## src/rtl/adaptive_threshold.sv

```systemverilog
// Adaptive binary threshold: streams the source image and local-mean memories in raster
// order and writes 255 where pixel > (mean - C), else 0, through a 3-stage pipeline.
module adaptive_threshold #(
    parameter int WIDTH_BITS  = 8,
    parameter int HEIGHT_BITS = 8,
    parameter int WIDTH       = 2**WIDTH_BITS,
    parameter int HEIGHT      = 2**HEIGHT_BITS
) (
    input  logic                   clock,
    input  logic                   not_reset,
    output logic [WIDTH_BITS-1:0]  oImageCol,
    output logic [HEIGHT_BITS-1:0] oImageRow,
    input  logic [7:0]             iImageData,
    output logic [WIDTH_BITS-1:0]  oMeanCol,
    output logic [HEIGHT_BITS-1:0] oMeanRow,
    input  logic [7:0]             iMeanData,
    input  logic [7:0]             iOffset,
    output logic [WIDTH_BITS-1:0]  oResultCol,
    output logic [HEIGHT_BITS-1:0] oResultRow,
    output logic [7:0]             oResultData,
    output logic                   oResultWren,
    input  logic [2:0]             global_state,
    output logic                   finished
);
    localparam int PW = WIDTH_BITS + HEIGHT_BITS;
    localparam logic [PW-1:0] LAST_POS = PW'(WIDTH * HEIGHT - 1);

    localparam logic [1:0] IDLE  = 2'd0;
    localparam logic [1:0] RUN   = 2'd1;
    localparam logic [1:0] DRAIN = 2'd2;
    localparam logic [1:0] DONE  = 2'd3;

    logic [1:0]    r_state;
    logic [PW-1:0] r_pos;
    logic [PW-1:0] r_pos1;
    logic          r_v1;
    logic [PW-1:0] r_rpos;
    logic [7:0]    r_rdata;
    logic          r_wren;
    logic          r_finished;
    logic          r_fresh;
    logic [7:0]    r_pix_hold;
    logic [7:0]    r_mean_hold;

    logic              w_run;
    logic              w_active;
    logic [7:0]        w_pix;
    logic [7:0]        w_mean;
    logic signed [9:0] w_thresh;
    logic              w_white;

    assign w_run    = (global_state == 3'd2);
    assign w_active = w_run && ((r_state == RUN) || (r_state == DRAIN));

    // While paused the RAMs already read the next address, so the stage-1 operands are
    // taken from a copy captured on the first paused cycle when the pipeline resumes.
    assign w_pix    = r_fresh ? iImageData : r_pix_hold;
    assign w_mean   = r_fresh ? iMeanData  : r_mean_hold;
    assign w_thresh = $signed({2'b00, w_mean}) - $signed({2'b00, iOffset});
    assign w_white  = $signed({2'b00, w_pix}) > w_thresh;

    always_ff @(posedge clock or negedge not_reset) begin
        if (!not_reset) begin
            r_state     <= IDLE;
            r_pos       <= '0;
            r_pos1      <= '0;
            r_v1        <= 1'b0;
            r_rpos      <= '0;
            r_rdata     <= '0;
            r_wren      <= 1'b0;
            r_finished  <= 1'b0;
            r_fresh     <= 1'b0;
            r_pix_hold  <= '0;
            r_mean_hold <= '0;
        end else begin
            r_fresh <= w_active;
            if (r_fresh) begin
                r_pix_hold  <= iImageData;
                r_mean_hold <= iMeanData;
            end

            case (r_state)
                IDLE: begin
                    if (w_run)
                        r_state <= RUN;
                end
                RUN: begin
                    if (w_run) begin
                        r_v1   <= 1'b1;
                        r_pos1 <= r_pos;
                        if (r_pos == LAST_POS)
                            r_state <= DRAIN;
                        else
                            r_pos <= r_pos + 1'b1;
                    end
                end
                DRAIN: begin
                    if (w_run) begin
                        r_v1 <= 1'b0;
                        if (r_wren && !r_v1) begin
                            r_state    <= DONE;
                            r_finished <= 1'b1;
                        end
                    end
                end
                default: ;
            endcase

            if (w_active) begin
                r_wren <= r_v1;
                if (r_v1) begin
                    r_rpos  <= r_pos1;
                    r_rdata <= w_white ? 8'd255 : 8'd0;
                end
            end
        end
    end

    assign oImageCol   = r_pos[WIDTH_BITS-1:0];
    assign oImageRow   = r_pos[PW-1:WIDTH_BITS];
    assign oMeanCol    = r_pos[WIDTH_BITS-1:0];
    assign oMeanRow    = r_pos[PW-1:WIDTH_BITS];
    assign oResultCol  = r_rpos[WIDTH_BITS-1:0];
    assign oResultRow  = r_rpos[PW-1:WIDTH_BITS];
    assign oResultData = r_rdata;
    assign oResultWren = r_wren && w_run;
    assign finished    = r_finished;
endmodule
```

## config.mk

```make
export PLATFORM = sky130hd
export DESIGN_NAME = adaptive_threshold
export DESIGN_NICKNAME = d
export VERILOG_FILES = /design/src/rtl/adaptive_threshold.sv
export SDC_FILE = /design/constraint.sdc
export NUM_CORES = 1
export LEC_CHECK = 0
export BUFFER_PORTS_ARGS = -buffer_cell sky130_fd_sc_hd__buf_2
export CAP_MARGIN = 20
export CELL_PAD_IN_SITES_DETAIL_PLACEMENT = 0
export CELL_PAD_IN_SITES_GLOBAL_PLACEMENT = 1
export CORE_AREA = 2 2 98 100
export DETAILED_ROUTE_END_ITERATION = 8
export DIE_AREA = 0 0 100 102
export PLACE_DENSITY_LB_ADDON = 0.1
export SLEW_MARGIN = 20
export SYNTH_ARGS = -nofsm -noshare
export SYNTH_HDL_FRONTEND = slang
export SYNTH_SLANG_ARGS = --single-unit
```

## constraint.sdc

```tcl
create_clock -name clock -period 7.4 [get_ports clock]
set_clock_uncertainty 0.15 [all_clocks]
set_input_delay 1.48 -clock clock [delete_from_list [all_inputs] [get_ports clock]]
set_output_delay 1.48 -clock clock [all_outputs]
set_load 0.02 [all_outputs]
```

Yosys cells after proc, flatten, opt, wreduce, memory -nomap -nowiden
Index checks and enable logic that the tools add are counted.
{"block": "word_totals", "regBits": 78, "output_inout_bits": 58, "wordCells": 50}
{"block": "classes", "bitwise_logic": 1, "reduce_logical": 14, "add_sub_neg": 2, "n_eq_ne": 9, "muxes": 12, "order_cmp": 1}
{"cell": "$mux W8", "n": 3}
{"cell": "$add A16 B1 Y16 const B", "n": 1}
{"cell": "$eq A16 B16 Y1 const B", "n": 1}
{"cell": "$mux W2", "n": 5}
{"cell": "$gt A9 B9 Y1", "n": 1}
{"cell": "$reduce_and A3 Y1", "n": 3}
{"cell": "$sub A8 B8 Y9", "n": 1}
{"cell": "$ne A2 B2 Y1 const B", "n": 3}
{"cell": "$pmux W2 S3", "n": 1}
{"cell": "$reduce_and A6 Y1", "n": 1}
{"cell": "$ne A2 B1 Y1 const B", "n": 2}
{"cell": "$reduce_and A2 Y1", "n": 2}
{"cell": "$eq A3 B2 Y1 const B", "n": 1}
{"cell": "$logic_and A1 B1 Y1", "n": 3}
{"cell": "$reduce_bool A3 Y1", "n": 1}
{"cell": "$eq A2 B1 Y1 const B", "n": 1}
{"cell": "$eq A2 B2 Y1 const B", "n": 1}
{"cell": "$logic_not A2 Y1", "n": 1}
{"cell": "$mux W1", "n": 2}
{"cell": "$pmux W1 S2", "n": 1}
{"cell": "$reduce_bool A2 Y1", "n": 1}
{"cell": "$logic_not A1 Y1", "n": 1}
{"cell": "$logic_or A1 B1 Y1", "n": 1}
{"cell": "$not A1 Y1", "n": 1}

Logic depth before layout (Yosys ltp)
{"block": "logic_depth", "depth_word": 5, "mapped_depth": 15}

Worst setup path after synthesis
OpenSTA, ideal clock, no wires.
{"block": "synth_timing", "path_kind": "input to register", "start": "input port iMeanData[5]", "end": "register r_rdata[6], in the netlist oResultData[6]", "path_buffers": 0, "path_stages": 11, "setup_slack_ps": 3275, "arrival_ps": 3850, "cell_sequence": "mux2_2 > ha_1 > or2_2 > a21oi_1 > a31oi_1 > xnor2_1 > ha_1 > a211o_1 > nor4_1 > o32ai_1 > mux2_2"}
{"block": "synth_between", "elab_chain_len": 4}
{"item": "start, declared", "line": "16", "text": "input logic [7:0] iMeanData,"}
{"item": "$mux W8", "line": "58", "text": "assign w_mean = r_fresh ? iMeanData : r_mean_hold;"}
{"item": "$sub A8 B8 Y9", "line": "59", "text": "assign w_thresh = $signed({2'b00, w_mean}) - $signed({2'b00, iOffset});"}
{"item": "$gt A9 B9 Y1", "line": "60", "text": "assign w_white = $signed({2'b00, w_pix}) > w_thresh;"}
{"item": "$mux W8", "line": "113", "text": "r_rdata <= w_white ? 8'd255 : 8'd0;"}
{"item": "end signal, assigned", "line": "113"}
{"item": "end, declared", "line": "38", "text": "logic [7:0] r_rdata;"}
Every way passes these cells.
A chain may end at the register's enable or synchronous reset.

Final worst setup path
{"block": "layout_timing", "start": "input port iMeanData[3]", "end": "register r_rdata[6], in the netlist oResultData[6]"}
{"block": "layout_between", "elab_chain_len": 4}
{"item": "$mux W8", "line": "58"}
{"item": "named net w_mean[3]", "line": "48", "text": "logic [7:0] w_mean;"}
{"item": "$sub A8 B8 Y9", "line": "59"}
{"item": "$gt A9 B9 Y1", "line": "60"}
{"item": "$mux W8", "line": "113"}
The timed path passes the listed nets, and every way through them passes these cells.

==> summary.md <==
| Metric | Value |
|---|---|
| First-pass GRT wire length | `~11 mm` |
| Fin. max-slew vios | `0` |
| Cell internal pwr | `798.5 uW` |
| Placed Cells | `463` |
| # IOs | `slightly below 90` |
| Finished Layout Cells | `between 400 and 500` |
| Worst reg2reg path depth | `11` |
| Post_cts resized | `0` |
| Die height | `a little over 100 um` |
| Vias/cell | `approximately 4.8` |
| Clock net sink count | `between 70 and 80` |
| Initial core utilization | `approximately 39%` |
| Avg Inst Size Synth | `12.27 sq um` |
| Commonest non-fill, non-tap cell in the layout | `buf_2` |
| Switching share of power | `about a third` |
| DRT iter0 DRCs | `65` |
| Post-layout nets | `415` |
| Peak supply drop | `0.0001556 V` |
| Diode count | `0` |
| Net Switching | `just under 400 uW` |
| TritonCTS clock tree | `built` |
| Row count | `35` |
| Req. time, crit path | `~7.5 ns` |
| Max Cap Violations | `0` |
| Worst hold path class | `reg2reg` |
| Root buffer cell | `clkbuf_8` |
| Number of I/O port buffers | `86` |
| Total CTS buffers | `9` |
| Mapped Nets | `between 300 and 400` |
| DRT Wirelength | `around 6.5 mm` |
| Slew HR | `between 40 and 50%` |
| Mapped Cells | `293` |
| Latest clock arrival within the worst-skew pair | `between 0.3 and 0.4 ns` |
| Post-route ant nets | `0` |
| Synthesis-stage register bit count | `between 70 and 80` |
| WHS Path Cells | `1` |
| Final hold violations | `0` |
| P_leak | `0.002251 uW` |
| FMAX | `0.2418 GHz` |
| GR Overflow Total | `0` |
| H-tree Lvls | `3` |
| DP HPWL | `4.719 mm` |
| Reg power frac | `41.0%` |
| Max Root-Sink Buffers | `2` |
| Seq/Total Area, Yosys | `just under 50%` |
| Syn. warnings | `0` |
| Crit Path Category | `in2reg` |
| Synth top area share | `49.41%` |
| EDFF count, synth | `0` |
| Finished Core Util | `46.14%` |
| Power density over the cells | `283.4 nW/um^2` |
| CP arrival | `around 4.2 ns` |
| Post-route minimum period | `slightly above 4 ns` |
| Final setup vio count | `0` |
| Critical Path Start Type | `input port` |
| Tcrit/Tclk final | `a little under three fifths` |
| Top cells by area, synth | `dfrtp_1 (49%), mux2_2 (15%), ha_1 (7.7%), buf_4 (4.8%), xnor2_1 (2.4%)` |
| Wire per inst | `about 14 um` |
| Clock Power Share | `between 20% and 30%` |
| Crit end category | `flip-flop` |
| Post-CTS Hold Buffers | `0` |
| Filler instances | `882` |
| RSZ-0062 raised after global routing | `no` |
| Synth Flop Type | `dfrtp_1` |
| Crit-path max FO | `5` |
| Pre-antenna DRT Iters | `3` |
| Worst-path clk slew | `roughly 0.07 ns` |
| Count of cell types in the netlist | `between 40 and 50` |
| Slew @ Worst Pin | `between 0.8 and 0.9 ns` |
| Overall routing resource usage | `14.10%` |
| Post-CTS setup buffers | `0` |
| Largest net degree at the start of global routing | `just over 70` |
| Share of layout cells above drive strength 1 | `a little over two fifths` |
| TNS Setup | `0 ns` |
| Mapped cell area | `between 3000 and 4000 sq um` |
| Vias post-DR | `approximately 2300` |
| Number of global-route vias before repair | `roughly 2200` |
| Register area | `approximately 1800 sq um` |
| Area growth from synthesis to layout | `16.88%` |
| Core area | `9109 sq um` |
| Combinational Power Share | `29.8%` |
| Residual DRC count | `0` |
| Placer Congestion | `approximately 0.77` |
| Die width | `around 100 um` |
| Hold Slack | `~0.32 ns` |
| Die ar. | `10200 sq um` |
| Post-synth ARST share | `100.0%` |
| Status | `completed` |
| Multi-input gate area | `approximately 1600 sq um` |
| Most frequent cells in the layout | `buf_2 (85), dfrtp_1 (71), mux2_2 (49), ha_1 (22), inv_1 (17)` |
| Yosys top cell by area | `dfrtp_1` |
| Initial antenna violation count | `0` |
[per-stage QoR]
| stage | cell area (sq um) | setup slack, ns | total power, uW |
|---|---|---|---|
| final | 4203 | 3.265 | 1191 |
| after global routing | 4203 | 3.142 | 1280 |
| after CTS | 4203 | 3.287 | 1212 |
| after detailed placement | 3973 | 2.984 | 853.3 |
| after global placement | 3973 | 3.072 | 850.6 |
| after floorplan | 3596 | 3.275 | 780.7 |
[path summary, 6_finish.rpt]
path	to	slack (ns)	startpoint
max	oResultData[6]	3.26	iMeanData[3]
min	finished	0.32	finished
max reg2reg	oResultData[6]	3.52	r_fresh
min reg2reg	finished	0.32	finished
max in group asynchronous	r_pos1[6]	5.41	not_reset
min in group asynchronous	r_mean_hold[5]	1.12	not_reset
[routing by layer]
metal | GRT usage (%) | wire length, um
met4 | 5.058 | 55
met3 | 4.309 | 327
met1 | 19.81 | 3310
met5 | 0 | 0
met2 | 20.69 | 2842
[logic make-up after synthesis]
logic type / Yosys count / share of synthesized area (%)
AOI/OAI and AO/OA: 25 / 4.489
and+or+nand+nor: 56 / 9.151
adders and majority gates: 23 / 8.211
DFF: 71 / 49.41
xor gates and xnor gates: 20 / 4.871
muxes: 53 / 16.46
buffers and inverters: 45 / 7.411
[synth_stat cells (all sizes together), types with 2 or more instances]
cell type  instances
dfrtp             71
mux2              49
buf               25
ha                22
inv               17
nand2             10
xnor2             10
xor2              10
nor2               9
o21ai              8
nand4              7
nand3              6
nor3               5
a21oi              4
mux2i              4
nor2b              4
clkbuf             3
nand2b             3
or2                3
and2               2
nor4               2
o21a               2
o22ai              2
[power groups by stage]
stage	logic, uW	clock network, uW	registers (uW)
floorplan	260	0	520
global placement	355	0	495
detailed placement	356	0	497
CTS	359	364	490
global route	394	387	500
finish	354	349	488
[critical path, stage by stage]
cell and delay (ns):
buf_2 0.10, mux2_2 0.27, ha_1 0.34, and2_1 0.17, o21ai_0 0.24, a31oi_1 0.15
xnor2_1 0.15, ha_1 0.31, a211o_1 0.32, nor4_1 0.28, o32ai_1 0.11, mux2_2 0.27
[final cells by class]
| class | instances | area share, % |
|---|---|---|
| Multi-Input combinational cell | 177 | 36.95 |
| Sequential cell | 71 | 42.27 |
| Tap cell | 111 | 3.305 |
| Inverter | 17 | 1.518 |
| Clock buffer | 10 | 3.275 |
| Clock inverter | 6 | 2.203 |
| Timing Repair Buffer | 87 | 10.48 |
[state kept, by name (all words and copies together), names as in the netlist]
signal and cells:
finished 1, oResultData 1, r_fresh 1, r_mean_hold 8, r_pix_hold 8, r_pos 16
r_pos1 16, r_rpos 16, r_state 2, r_v1 1, r_wren 1
No activity file was read; power rests on OpenSTA's default activity.
